<file path="config.mk">
export PLATFORM = sky130hd
export DESIGN_NAME = store_buffer_ctrl_flat
export DESIGN_NICKNAME = d
export VERILOG_FILES = /design/src/rtl/store_buffer_ctrl_if.sv /design/src/rtl/store_buffer_ctrl.sv /design/src/flat_wrapper.sv
export SDC_FILE = /design/constraint.sdc
export NUM_CORES = 1
export LEC_CHECK = 0
export CELL_PAD_IN_SITES_DETAIL_PLACEMENT = 1
export CELL_PAD_IN_SITES_GLOBAL_PLACEMENT = 1
export CORE_UTILIZATION = 37
export CTS_BUF_LIST = sky130_fd_sc_hd__clkbuf_8
export CTS_CLUSTER_SIZE = 20
export DETAILED_ROUTE_END_ITERATION = 10
export PLACE_DENSITY_LB_ADDON = 0.1
export SLEW_MARGIN = 20
export SYNTH_ARGS = -nofsm -noshare
export SYNTH_HDL_FRONTEND = slang
export SYNTH_SLANG_ARGS = --single-unit
</file>
<file path="constraint.sdc">
create_clock -name clk_i -period 4.95 [get_ports clk_i]
set_input_delay 0.495 -clock clk_i [delete_from_list [all_inputs] [get_ports clk_i]]
set_output_delay 0.495 -clock clk_i [all_outputs]
set_load 0.01 [all_outputs]
</file>
<file path="src/rtl/store_buffer_ctrl_if.sv">
// rtl/store_buffer_ctrl_if.sv - pipeline/memory-side signal bundle of the store buffer
interface store_buffer_ctrl_if #(
   parameter int SB_SIZE = 4
);
   localparam int IW = (SB_SIZE > 1) ? $clog2(SB_SIZE) : 1;

   logic          alloc_valid_i;
   logic [31:0]   alloc_addr_i;
   logic [31:0]   alloc_data_i;
   logic [1:0]    alloc_size_i;
   logic          alloc_ready_o;
   logic [IW-1:0] alloc_idx_o;
   logic          commit_valid_i;
   logic [IW-1:0] commit_idx_i;
   logic          flush_i;
   logic          mem_req_valid_o;
   logic [31:0]   mem_req_addr_o;
   logic [31:0]   mem_req_data_o;
   logic [1:0]    mem_req_size_o;
   logic          mem_req_ready_i;
   logic          ld_valid_i;
   logic [31:0]   ld_addr_i;
   logic          ld_hit_o;
   logic [31:0]   ld_data_o;
   logic          ld_stall_o;
   logic          empty_o;
   logic          full_o;

   modport master (
      output alloc_valid_i, alloc_addr_i, alloc_data_i, alloc_size_i,
      output commit_valid_i, commit_idx_i, flush_i, mem_req_ready_i,
      output ld_valid_i, ld_addr_i,
      input  alloc_ready_o, alloc_idx_o, mem_req_valid_o, mem_req_addr_o,
      input  mem_req_data_o, mem_req_size_o, ld_hit_o, ld_data_o, ld_stall_o,
      input  empty_o, full_o
   );

   modport slave (
      input  alloc_valid_i, alloc_addr_i, alloc_data_i, alloc_size_i,
      input  commit_valid_i, commit_idx_i, flush_i, mem_req_ready_i,
      input  ld_valid_i, ld_addr_i,
      output alloc_ready_o, alloc_idx_o, mem_req_valid_o, mem_req_addr_o,
      output mem_req_data_o, mem_req_size_o, ld_hit_o, ld_data_o, ld_stall_o,
      output empty_o, full_o
   );
endinterface

</file>
<file path="src/rtl/store_buffer_ctrl.sv">
// rtl/store_buffer_ctrl.sv - in-order store buffer with commit, flush, drain and load forwarding
module store_buffer_ctrl #(
   parameter int SB_SIZE = 4
) (
   input  logic                clk_i,
   input  logic                rstn_i,
   store_buffer_ctrl_if.slave  sb
);
   localparam int IW = (SB_SIZE > 1) ? $clog2(SB_SIZE) : 1;
   localparam int CW = $clog2(SB_SIZE + 1);

   typedef logic [IW-1:0] store_buffer_idx_t;
   typedef logic [31:0]   bus32_t;
   typedef enum logic [1:0] {ST_FREE, ST_PENDING, ST_COMMITTED} ent_st_t;

   ent_st_t           st_q [SB_SIZE];
   ent_st_t           st_d [SB_SIZE];
   bus32_t            addr_q [SB_SIZE];
   bus32_t            data_q [SB_SIZE];
   logic [1:0]        size_q [SB_SIZE];
   store_buffer_idx_t head_q, head_d, tail_q, tail_d;
   logic [CW-1:0]     count_q, count_d;

   logic              alloc_acc, commit_ok, drain, oldest_found;
   store_buffer_idx_t oldest_idx, scan_idx, fwd_idx;
   logic [CW-1:0]     n_cmt;
   logic              fwd_found;

   function automatic store_buffer_idx_t wrap_add(input store_buffer_idx_t base, input int off);
      int s;
      s = int'(base) + off;
      if (s >= SB_SIZE) s = s - SB_SIZE;
      return store_buffer_idx_t'(s);
   endfunction

   always_ff @(posedge clk_i) begin
      if (!rstn_i) begin
         for (int i = 0; i < SB_SIZE; i++) st_q[i] <= ST_FREE;
         head_q  <= '0;
         tail_q  <= '0;
         count_q <= '0;
      end else begin
         for (int i = 0; i < SB_SIZE; i++) st_q[i] <= st_d[i];
         head_q  <= head_d;
         tail_q  <= tail_d;
         count_q <= count_d;
         if (alloc_acc) begin
            addr_q[tail_q] <= sb.alloc_addr_i;
            data_q[tail_q] <= sb.alloc_data_i;
            size_q[tail_q] <= sb.alloc_size_i;
         end
      end
   end

   always_comb begin
      oldest_found = 1'b0;
      oldest_idx   = head_q;
      scan_idx     = head_q;
      n_cmt        = '0;
      // Pending entries sit contiguously after the committed ones, so the first one from head is the oldest.
      for (int k = 0; k < SB_SIZE; k++) begin
         scan_idx = wrap_add(head_q, k);
         if (k < int'(count_q) && st_q[scan_idx] == ST_PENDING && !oldest_found) begin
            oldest_found = 1'b1;
            oldest_idx   = scan_idx;
         end
      end
      for (int i = 0; i < SB_SIZE; i++)
         if (st_q[i] == ST_COMMITTED) n_cmt = n_cmt + CW'(1);

      commit_ok = sb.commit_valid_i && oldest_found && (sb.commit_idx_i == oldest_idx);
      drain     = (st_q[head_q] == ST_COMMITTED) && sb.mem_req_ready_i;
      alloc_acc = sb.alloc_valid_i && (count_q != CW'(SB_SIZE)) && !sb.flush_i;

      for (int i = 0; i < SB_SIZE; i++) begin
         st_d[i] = st_q[i];
         if (commit_ok && store_buffer_idx_t'(i) == sb.commit_idx_i) st_d[i] = ST_COMMITTED;
         if (sb.flush_i && st_d[i] == ST_PENDING) st_d[i] = ST_FREE;
         if (drain && store_buffer_idx_t'(i) == head_q) st_d[i] = ST_FREE;
         if (alloc_acc && store_buffer_idx_t'(i) == tail_q) st_d[i] = ST_PENDING;
      end

      head_d = drain ? wrap_add(head_q, 1) : head_q;
      if (sb.flush_i) begin
         // Survivors are exactly the committed run starting at head, including a same-cycle commit.
         n_cmt   = n_cmt + CW'(commit_ok);
         tail_d  = wrap_add(head_q, int'(n_cmt));
         count_d = n_cmt - CW'(drain);
      end else begin
         tail_d  = alloc_acc ? wrap_add(tail_q, 1) : tail_q;
         count_d = count_q + CW'(alloc_acc) - CW'(drain);
      end
   end

   always_comb begin
      sb.alloc_ready_o   = (count_q != CW'(SB_SIZE));
      sb.alloc_idx_o     = tail_q;
      sb.empty_o         = (count_q == '0);
      sb.full_o          = (count_q == CW'(SB_SIZE));
      sb.mem_req_valid_o = (st_q[head_q] == ST_COMMITTED);
      sb.mem_req_addr_o  = addr_q[head_q];
      sb.mem_req_data_o  = data_q[head_q];
      sb.mem_req_size_o  = size_q[head_q];

      fwd_found = 1'b0;
      fwd_idx   = head_q;
      // Walk oldest to youngest so the last match wins.
      for (int k = 0; k < SB_SIZE; k++) begin
         if (k < int'(count_q) && st_q[wrap_add(head_q, k)] != ST_FREE &&
             addr_q[wrap_add(head_q, k)][31:2] == sb.ld_addr_i[31:2]) begin
            fwd_found = 1'b1;
            fwd_idx   = wrap_add(head_q, k);
         end
      end

      sb.ld_hit_o   = 1'b0;
      sb.ld_data_o  = '0;
      sb.ld_stall_o = 1'b0;
      if (sb.ld_valid_i && fwd_found) begin
         if (size_q[fwd_idx] == 2'd2) begin
            sb.ld_hit_o  = 1'b1;
            sb.ld_data_o = data_q[fwd_idx];
         end else begin
            sb.ld_stall_o = 1'b1;
         end
      end
   end
endmodule

</file>
<file path="src/flat_wrapper.sv">
// flat-port wrapper written by rule: the top's interface ports become plain ports
module store_buffer_ctrl_flat 
#(
   parameter int SB_SIZE = 4
)
  (clk_i, rstn_i, sb_alloc_valid_i, sb_alloc_addr_i, sb_alloc_data_i, sb_alloc_size_i, sb_commit_valid_i, sb_commit_idx_i, sb_flush_i, sb_mem_req_ready_i, sb_ld_valid_i, sb_ld_addr_i, sb_alloc_ready_o, sb_alloc_idx_o, sb_mem_req_valid_o, sb_mem_req_addr_o, sb_mem_req_data_o, sb_mem_req_size_o, sb_ld_hit_o, sb_ld_data_o, sb_ld_stall_o, sb_empty_o, sb_full_o);
  store_buffer_ctrl_if #(.SB_SIZE(SB_SIZE)) sb_i ();
  input  logic clk_i;
  input  logic rstn_i;
  input wire logic [$bits(sb_i.alloc_valid_i)-1:0] sb_alloc_valid_i;
  input wire logic [$bits(sb_i.alloc_addr_i)-1:0] sb_alloc_addr_i;
  input wire logic [$bits(sb_i.alloc_data_i)-1:0] sb_alloc_data_i;
  input wire logic [$bits(sb_i.alloc_size_i)-1:0] sb_alloc_size_i;
  input wire logic [$bits(sb_i.commit_valid_i)-1:0] sb_commit_valid_i;
  input wire logic [$bits(sb_i.commit_idx_i)-1:0] sb_commit_idx_i;
  input wire logic [$bits(sb_i.flush_i)-1:0] sb_flush_i;
  input wire logic [$bits(sb_i.mem_req_ready_i)-1:0] sb_mem_req_ready_i;
  input wire logic [$bits(sb_i.ld_valid_i)-1:0] sb_ld_valid_i;
  input wire logic [$bits(sb_i.ld_addr_i)-1:0] sb_ld_addr_i;
  output wire logic [$bits(sb_i.alloc_ready_o)-1:0] sb_alloc_ready_o;
  output wire logic [$bits(sb_i.alloc_idx_o)-1:0] sb_alloc_idx_o;
  output wire logic [$bits(sb_i.mem_req_valid_o)-1:0] sb_mem_req_valid_o;
  output wire logic [$bits(sb_i.mem_req_addr_o)-1:0] sb_mem_req_addr_o;
  output wire logic [$bits(sb_i.mem_req_data_o)-1:0] sb_mem_req_data_o;
  output wire logic [$bits(sb_i.mem_req_size_o)-1:0] sb_mem_req_size_o;
  output wire logic [$bits(sb_i.ld_hit_o)-1:0] sb_ld_hit_o;
  output wire logic [$bits(sb_i.ld_data_o)-1:0] sb_ld_data_o;
  output wire logic [$bits(sb_i.ld_stall_o)-1:0] sb_ld_stall_o;
  output wire logic [$bits(sb_i.empty_o)-1:0] sb_empty_o;
  output wire logic [$bits(sb_i.full_o)-1:0] sb_full_o;
  assign sb_i.alloc_valid_i = sb_alloc_valid_i;
  assign sb_i.alloc_addr_i = sb_alloc_addr_i;
  assign sb_i.alloc_data_i = sb_alloc_data_i;
  assign sb_i.alloc_size_i = sb_alloc_size_i;
  assign sb_i.commit_valid_i = sb_commit_valid_i;
  assign sb_i.commit_idx_i = sb_commit_idx_i;
  assign sb_i.flush_i = sb_flush_i;
  assign sb_i.mem_req_ready_i = sb_mem_req_ready_i;
  assign sb_i.ld_valid_i = sb_ld_valid_i;
  assign sb_i.ld_addr_i = sb_ld_addr_i;
  assign sb_alloc_ready_o = sb_i.alloc_ready_o;
  assign sb_alloc_idx_o = sb_i.alloc_idx_o;
  assign sb_mem_req_valid_o = sb_i.mem_req_valid_o;
  assign sb_mem_req_addr_o = sb_i.mem_req_addr_o;
  assign sb_mem_req_data_o = sb_i.mem_req_data_o;
  assign sb_mem_req_size_o = sb_i.mem_req_size_o;
  assign sb_ld_hit_o = sb_i.ld_hit_o;
  assign sb_ld_data_o = sb_i.ld_data_o;
  assign sb_ld_stall_o = sb_i.ld_stall_o;
  assign sb_empty_o = sb_i.empty_o;
  assign sb_full_o = sb_i.full_o;
  store_buffer_ctrl #(.SB_SIZE(SB_SIZE)) u_core (.clk_i(clk_i), .rstn_i(rstn_i), .sb(sb_i));
endmodule
</file>
-- Word level (Yosys, flattened, before mapping)
Memory sizes are Yosys's and may differ from the RTL's. A register that Yosys moved wholly into a read port is not among the register bits.
Index checks and enable logic that the tools add are counted.
- register bits: 7
- latch bits: 0
- bits in writable memories: 272
- ROM bits: 0
- input bits: 107
- output and inout bits: 106
- word-level logic and storage cells: 187
- memories kept: 4
- add/subtract/negate cells: 18
- multiply operators: 0
- div/mod/pow operators: 0
- order comparisons: 10
- equality and inequality tests: 30
- shift operators: 0
- multiplexer cells: 68
- bitwise gates (word level): 4
- reduce and logical (&&, ||, !) cells: 50
- memories (name ; depth ; width ; read ports ; clocked after Yosys merged registers in ; wr ports ; line ; RTL):
    u_core.addr_q ; 4 ; 32 ; 5 ; 1 ; 1 ; store_buffer_ctrl.sv:18 ; bus32_t addr_q [SB_SIZE];
    u_core.data_q ; 4 ; 32 ; 2 ; 1 ; 1 ; store_buffer_ctrl.sv:19 ; bus32_t data_q [SB_SIZE];
    u_core.size_q ; 4 ; 2 ; 2 ; 1 ; 1 ; store_buffer_ctrl.sv:20 ; logic [1:0] size_q [SB_SIZE];
    u_core.st_q ; 4 ; 2 ; 9 ; 1 ; 4 ; store_buffer_ctrl.sv:16 ; ent_st_t st_q [SB_SIZE];
- operators by type and width (cell ; count):
    30-bit == test ; 4
    2-bit two-way mux ; 44
    32-bit two-way mux ; 2
    1-bit logical AND ; 37
    1-bit two-way mux ; 18
    2-bit by 1-bit == test with 1-bit output (second input constant) ; 8
    2-bit == test (first input constant) ; 6
    2-bit == test (second input constant) ; 6
    3-bit greater-or-equal comparator (second input constant) ; 4
    3-bit two-way mux ; 4
    2-bit by 1-bit subtractor with 2-bit output (second input constant) ; 6
    2-bit nonzero test ; 5
    2-bit by 1-bit adder with 3-bit output (second input constant) ; 2
    2-bit by 2-bit adder with 3-bit output (second input constant) ; 2
    3-bit by 1-bit adder with 3-bit output ; 2
    3-bit by 1-bit adder with 3-bit output (second input constant) ; 2
    1-bit by 2-bit == test with 1-bit output (first input constant) ; 3
    2-bit zero test ; 3
    1-bit by 3-bit < comparator with 1-bit output (first input constant) ; 2
    2-bit by 3-bit < comparator with 1-bit output (first input constant) ; 2
    3-bit by 1-bit subtractor with 3-bit output ; 2
    2-bit by 3-bit adder with 4-bit output ; 1
    4-bit by 3-bit greater-or-equal comparator with 1-bit output (second input constant) ; 1
    1-bit zero test ; 4
    other kinds (7) ; 10

-- Depth between registers and ports, before layout
Gate-level depths: netlist of run 1.
An unclocked memory read counts as a cell.
- depth after elaboration: 25
- mapped depth: 23
- gate-level depth less buffers: 18

-- Worst setup path after synthesis of run 1
Ideal clock, no wire load.
- path type: register to register
- start: register u_core.head_q[0]
- end: register u_core.count_q[2]
- library setup time: 0.091 ns
- arrival time: 5.246 ns
- required time: 4.859 ns
- setup slack: -0.387 ns
- cell stages (with the launch flop): 23
- path buffers: 5
- period minus slack after synthesis: 5.337 ns
- path through: dfxtp_1 buf_2 buf_2 buf_2 inv_1 ha_1 buf_4 buf_2 mux4_2 nand2b_1 or3_1 o211a_1 nor3_1 xor2_1 o2111a_1 ha_1 ha_1 inv_1 ha_1 xor2_1 xnor2_1 or3_1 a311oi_1
- elaborated cells between the ends (all ways): 44
- classes of those cells: add/sub: 9; order compare: 4; eq/ne: 5; mux: 13; reduce/logical: 12; memory: 1
- RTL lines (item ; line ; RTL):
    start: declaration ; store_buffer_ctrl.sv:21 ; store_buffer_idx_t head_q, head_d, tail_q, tail_d;
    start signal: assignment ; store_buffer_ctrl.sv:39 ; head_q <= '0;
    start signal: assignment ; store_buffer_ctrl.sv:44 ; head_q <= head_d;
    2-bit by 2-bit adder with 3-bit output (*) ; store_buffer_ctrl.sv:31 ; s = int'(base) + off;
    3-bit greater-or-equal comparator or 2-bit by 1-bit subtractor with 2-bit output (tied branches) ; store_buffer_ctrl.sv:32 ; if (s >= SB_SIZE) s = s - SB_SIZE;
    2-bit two-way mux (*) ; store_buffer_ctrl.sv:32 ;
    named net u_core.scan_idx[0] ; store_buffer_ctrl.sv:25 ; store_buffer_idx_t oldest_idx, scan_idx, fwd_idx;
    memory 4 x 2 bit ; n/a ;
    2-bit by 1-bit == test with 1-bit output ; store_buffer_ctrl.sv:63 ; if (k < int'(count_q) && st_q[scan_idx] == ST_PENDING && !oldest_found) begin
    1-bit logical AND (2 in a row) ; store_buffer_ctrl.sv:63 ;
    2-bit two-way mux or 1-bit two-way mux (tied branches) ; store_buffer_ctrl.sv:63 ;
    2-bit == test or 1-bit logical AND (tied branches) ; store_buffer_ctrl.sv:71 ; commit_ok = sb.commit_valid_i && oldest_found && (sb.commit_idx_i == oldest_idx);
    1-bit logical AND (*) ; store_buffer_ctrl.sv:71 ;
    3-bit by 1-bit adder with 3-bit output (*) ; store_buffer_ctrl.sv:86 ; n_cmt = n_cmt + CW'(commit_ok);
    3-bit by 1-bit subtractor with 3-bit output (*) ; store_buffer_ctrl.sv:88 ; count_d = n_cmt - CW'(drain);
    3-bit two-way mux (*) ; store_buffer_ctrl.sv:84 ; if (sb.flush_i) begin
    end signal: assignment ; store_buffer_ctrl.sv:46 ; count_q <= count_d;
    end: declaration ; store_buffer_ctrl.sv:22 ; logic [CW-1:0] count_q, count_d;
Mark *: on every way through the listed nets, which the timed path passes. The rest lies on a longest branch.
A chain may end at the register's enable or synchronous reset.

-- Final worst setup path of run 1
- start: register u_core.head_q[0]
- end: output port sb_ld_data_o[17]
- elaborated cells between the ends (all ways): 47
- classes of those cells: add/sub: 7; order compare: 4; eq/ne: 5; mux: 14; reduce/logical: 13; memory: 4
- RTL lines (item ; line ; RTL):
    2-bit by 2-bit adder with 3-bit output (*) ; n/a ;
    3-bit greater-or-equal comparator or 2-bit by 1-bit subtractor with 2-bit output (tied branches) ; n/a ;
    2-bit two-way mux (*) ; n/a ;
    named net u_core.scan_idx[0] ; store_buffer_ctrl.sv:25 ;
    parallel branches: the longest is 8 deep, another holds memory 4 x 32 bit ; n/a ;
    32-bit two-way mux (*) ; store_buffer_ctrl.sv:119 ; if (sb.ld_valid_i && fwd_found) begin
    end: declaration ; flat_wrapper.sv:27 ; output wire logic [$bits(sb_i.ld_data_o)-1:0] sb_ld_data_o;
Mark *: on every way through the listed nets, which the timed path passes.

==> run summary, run 1 <==
Crit-path slowest cell = or4_4
r2r startpoint = u_core.head_q[0]$_SDFFE_PN0P_
DR iter-0 viols = 509
min Tclk post-route = 5.37 ns
setup TNS = -12.19 ns
post-synthesis cell count = 980
Yosys top cell by area = edfxtp_1
CTS tree = built
Clk Latency, worst-skew pair = 0.62 ns
Tot GR Track Use = 21.8%
Post-synth EDFFs = 264
crit path max fanout = 6
FF-to-FF path depth = 20
Total Nets Final = 1,444
Required @ worst endpoint = 4.45 ns
VDD IR max = 0.188 mV
std cell rows = 75
I/O Buffers = 210
Switching Share = 23.7%
Reg2Reg Setup Slack = 0.33 ns
WHS Path Cells = 1
Detailed Place HPWL = 32.2 mm
Pint = 3.93 mW
violated checks = negative setup slack
CTS max path bufs = 3
largest net degree at the start of global routing = 50
final hold vios = 0
Max-slew headroom = 42.1%
GR Overflow Total = 0
diode count = 0
Comb pwr share = 8.9%
Clock H-tree levels = 2
critical-path cell list = inv_2 > ha_4 > buf_6 > buf_6 > buf_4 > mux4_2 > xnor2_1 > nand4_1 > a2111o_1 > or4_4 > a32o_2 > nor3_4 > buf_12 > o211ai_4 > buf_12 > buf_8 > a211oi_4 > buf_2
Antenna Nets Post-Route = 0
Initial Util = 37.9%
fin cells = 1,931
leakage = 6.82 nW
synth top area cells = edfxtp_1 (49%), mux4_2 (22%), xnor2_1 (5.2%)
first drt pass iteration count = 4
P_sw = 1.22 mW
die height = 210 um
Die Width = 210 um
Mapped Area = 16,000 um^2
vias in the first global route = 11,200
GP Congestion = 0.795
Clk pwr share = 39.5%
Clock transition at path regs = 0.06 ns
critical path class = reg2out
register area = 8280 um^2
IO Pins = 213
arrival time at the worst endpoint = 4.87 ns
period utilization = 108%
Seq/Total Area, Yosys = 51.6%
# setup viols final = 34
Ys Warns = 0
share of cells above drive strength 1 = 36.7%
Slew @ Worst Pin = 0.869 ns
drt drc = 0
count of different cell masters after synthesis = 61
r2r endpoint = u_core.count_q[2]$_SDFF_PN0_
Crit. Startpoint = u_core.head_q[0]$_SDFFE_PN0P_
worst stage delay on the critical path = 0.53 ns
min-delay src = sb_alloc_addr_i[17]
top cell type's share of synthesized area = 49.4%
initial antenna violation count = 5
sequential share of power = 51.6%
status = complete, but fails checks
Worst Hold Class = in2reg
Max Cap Violations = 0
core area = 42,300 um^2
drt wl/cell = 24.9 um
Layout Skew = 0.0148 ns
max-slew violation count = 0
clk sink count = 281
fraction of registers with async set/reset = 0%
cts hold-fix bufs = 0
synthesis-stage register bit count = 281
Pwr Density = 245 nW/um^2
Root Driver = clkbuf_8
Worst Setup End Kind = output port
Top FF cell, synth = edfxtp_1
Placed Cells = 1,793
Max Fclk = 0.186 GHz
TritonCTS buffer count = 50
Area Overhead vs Synth = 31.3%
most numerous cell in the Yosys netlist = edfxtp_1
first-pass GRT wire length = 70.6 mm
top cell types by occurrence after synthesis = edfxtp_1 (264), mux4_2 (158), xnor2_1 (95), nor2_1 (47), mux2i_1 (41)
Avg Cell Area, Syn = 16.4 um^2
Vias/cell = 5.41
Routed WL = 48.0 mm
Synthesized Nets = 1,108
Multi-input gate area = 7550 um^2
via count = 10,400
DIE AREA = 44,200 um^2
final-layout fill cell count = 4,109
final setup margin = -0.419 ns
CP startpoint kind = flip-flop
Worst Hold Endpoint = u_core.addr_q[3][17]$_DFFE_PP_
RSZ-0062 raised after global routing = true
## final cells by class
cell class | count | share of cell area [%]
clock buffer | 51 | 3.33
inverter | 25 | 0.458
multi-input combinational | 612 | 35.9
timing repair buffer | 346 | 16.6
sequential | 281 | 39.3
tap | 577 | 3.43
clock inverter | 39 | 1.02
## worst max path at each step
stage               depth (start not counted)  slack, ns                            to
detailed placement                         15      -0.53              sb_ld_data_o[31]
global route                               17      -0.57              sb_ld_data_o[17]
floorplan                                  22       0.01  u_core.count_q[2]$_SDFF_PN0_
CTS                                        17      -0.53              sb_ld_data_o[17]
global placement                           15      -0.50              sb_ld_data_o[31]
finish                                     18      -0.42              sb_ld_data_o[17]
## cells by family after synthesis
| logic type | share of synthesized area, % |
|---|---|
| muxes | 27.1 |
| DFF | 51.6 |
| and+or+nand+nor | 4.97 |
| adders and majority gates | 1.69 |
| AOI/OAI and AO/OA | 4.50 |
| xor gates and xnor gates | 7.27 |
| buffers and inverters | 2.86 |
## power groups by stage
stage	sequential (mW)	clock (mW)	combinational, mW
floorplan	2.70	0	0.188
global placement	2.71	0	0.445
detailed placement	2.71	0	0.448
CTS	2.66	2.10	0.459
global route	2.66	2.18	0.490
finish	2.66	2.03	0.458
## stage by stage
| step | power [mW] | util, % | hold WS [ns] | instance area [um^2] | worst slack, ns |
|---|---|---|---|---|---|
| CTS | 5.22 | 49.0 | 0.462 | 20700 | -0.534 |
| global route | 5.34 | 49.8 | 0.493 | 21100 | -0.572 |
| floorplan | 2.89 | - | 0.488 | 16100 | 0.0107 |
| global placement | 3.15 | 45.8 | 0.542 | 19400 | -0.501 |
| detailed placement | 3.16 | 45.8 | 0.556 | 19400 | -0.531 |
| finish | 5.15 | 49.8 | 0.508 | 21100 | -0.419 |
## repair_timing
| action | 4_1_cts | 5_1_grt |
|---|---|---|
| gates resized for setup | 185 | 29 |
| endpoints found under the setup margin | 34 | 34 |
| cloned | 4 | 3 |
| setup buffers | 28 | 15 |
| pin swaps | 13 | 10 |
## layer usage
layer	vias to the layer above	part of all wire [%]	track usage (%)
met5	-	0.10	0
met4	6	2.2	6.44
met3	68	6.0	5.57
met2	272	49	36.4
met1	5438	42	28.0
li1	4660	-	-
## critical path: cells and delay by family, from the launching register on
| family | cells | cell delay [ns] |
|---|---|---|
| DFF | 1 | 0.34 |
| buffers and inverters | 8 | 1.07 |
| and+or+nand+nor | 3 | 0.94 |
| muxes | 1 | 0.51 |
| adders and majority gates | 1 | 0.30 |
| AOI/OAI and AO/OA | 4 | 0.95 |
| xor gates and xnor gates | 1 | 0.14 |
## flip-flops by register name, indices dropped and copies added, names as in the netlist, named ones only
name / count
u_core.data_q: 128
u_core.head_q: 2
u_core.addr_q: 128
u_core.sb.alloc_idx_o: 2
u_core.count_q: 3
u_core.st_q: 8
u_core.size_q: 8
## placed cells by master, fill, tap and decap left out, types with 33 or more instances in the layout
| master | count |
|---|---|
| buf_4 | 91 |
| clkbuf_8 | 51 |
| clkdlybuf4s50_1 | 176 |
| edfxtp_1 | 264 |
| mux2_2 | 33 |
| mux2i_1 | 41 |
| mux4_2 | 158 |
| nor2_1 | 42 |
| xnor2_1 | 94 |
| xor2_1 | 34 |
Note: power is estimated with default switching activity, not from simulation.
==> run 2: changes to the inputs <==
--- a/config.mk
+++ b/config.mk
@@ -5,6 +5,7 @@
 export SDC_FILE = /design/constraint.sdc
 export NUM_CORES = 1
 export LEC_CHECK = 0
+export ABC_CLOCK_PERIOD_IN_PS = 4950
 export CELL_PAD_IN_SITES_DETAIL_PLACEMENT = 1
 export CELL_PAD_IN_SITES_GLOBAL_PLACEMENT = 1
 export CORE_UTILIZATION = 37
==> results of run 2 <==
The final DEF is identical to that of run 1; final timing and power are the same.
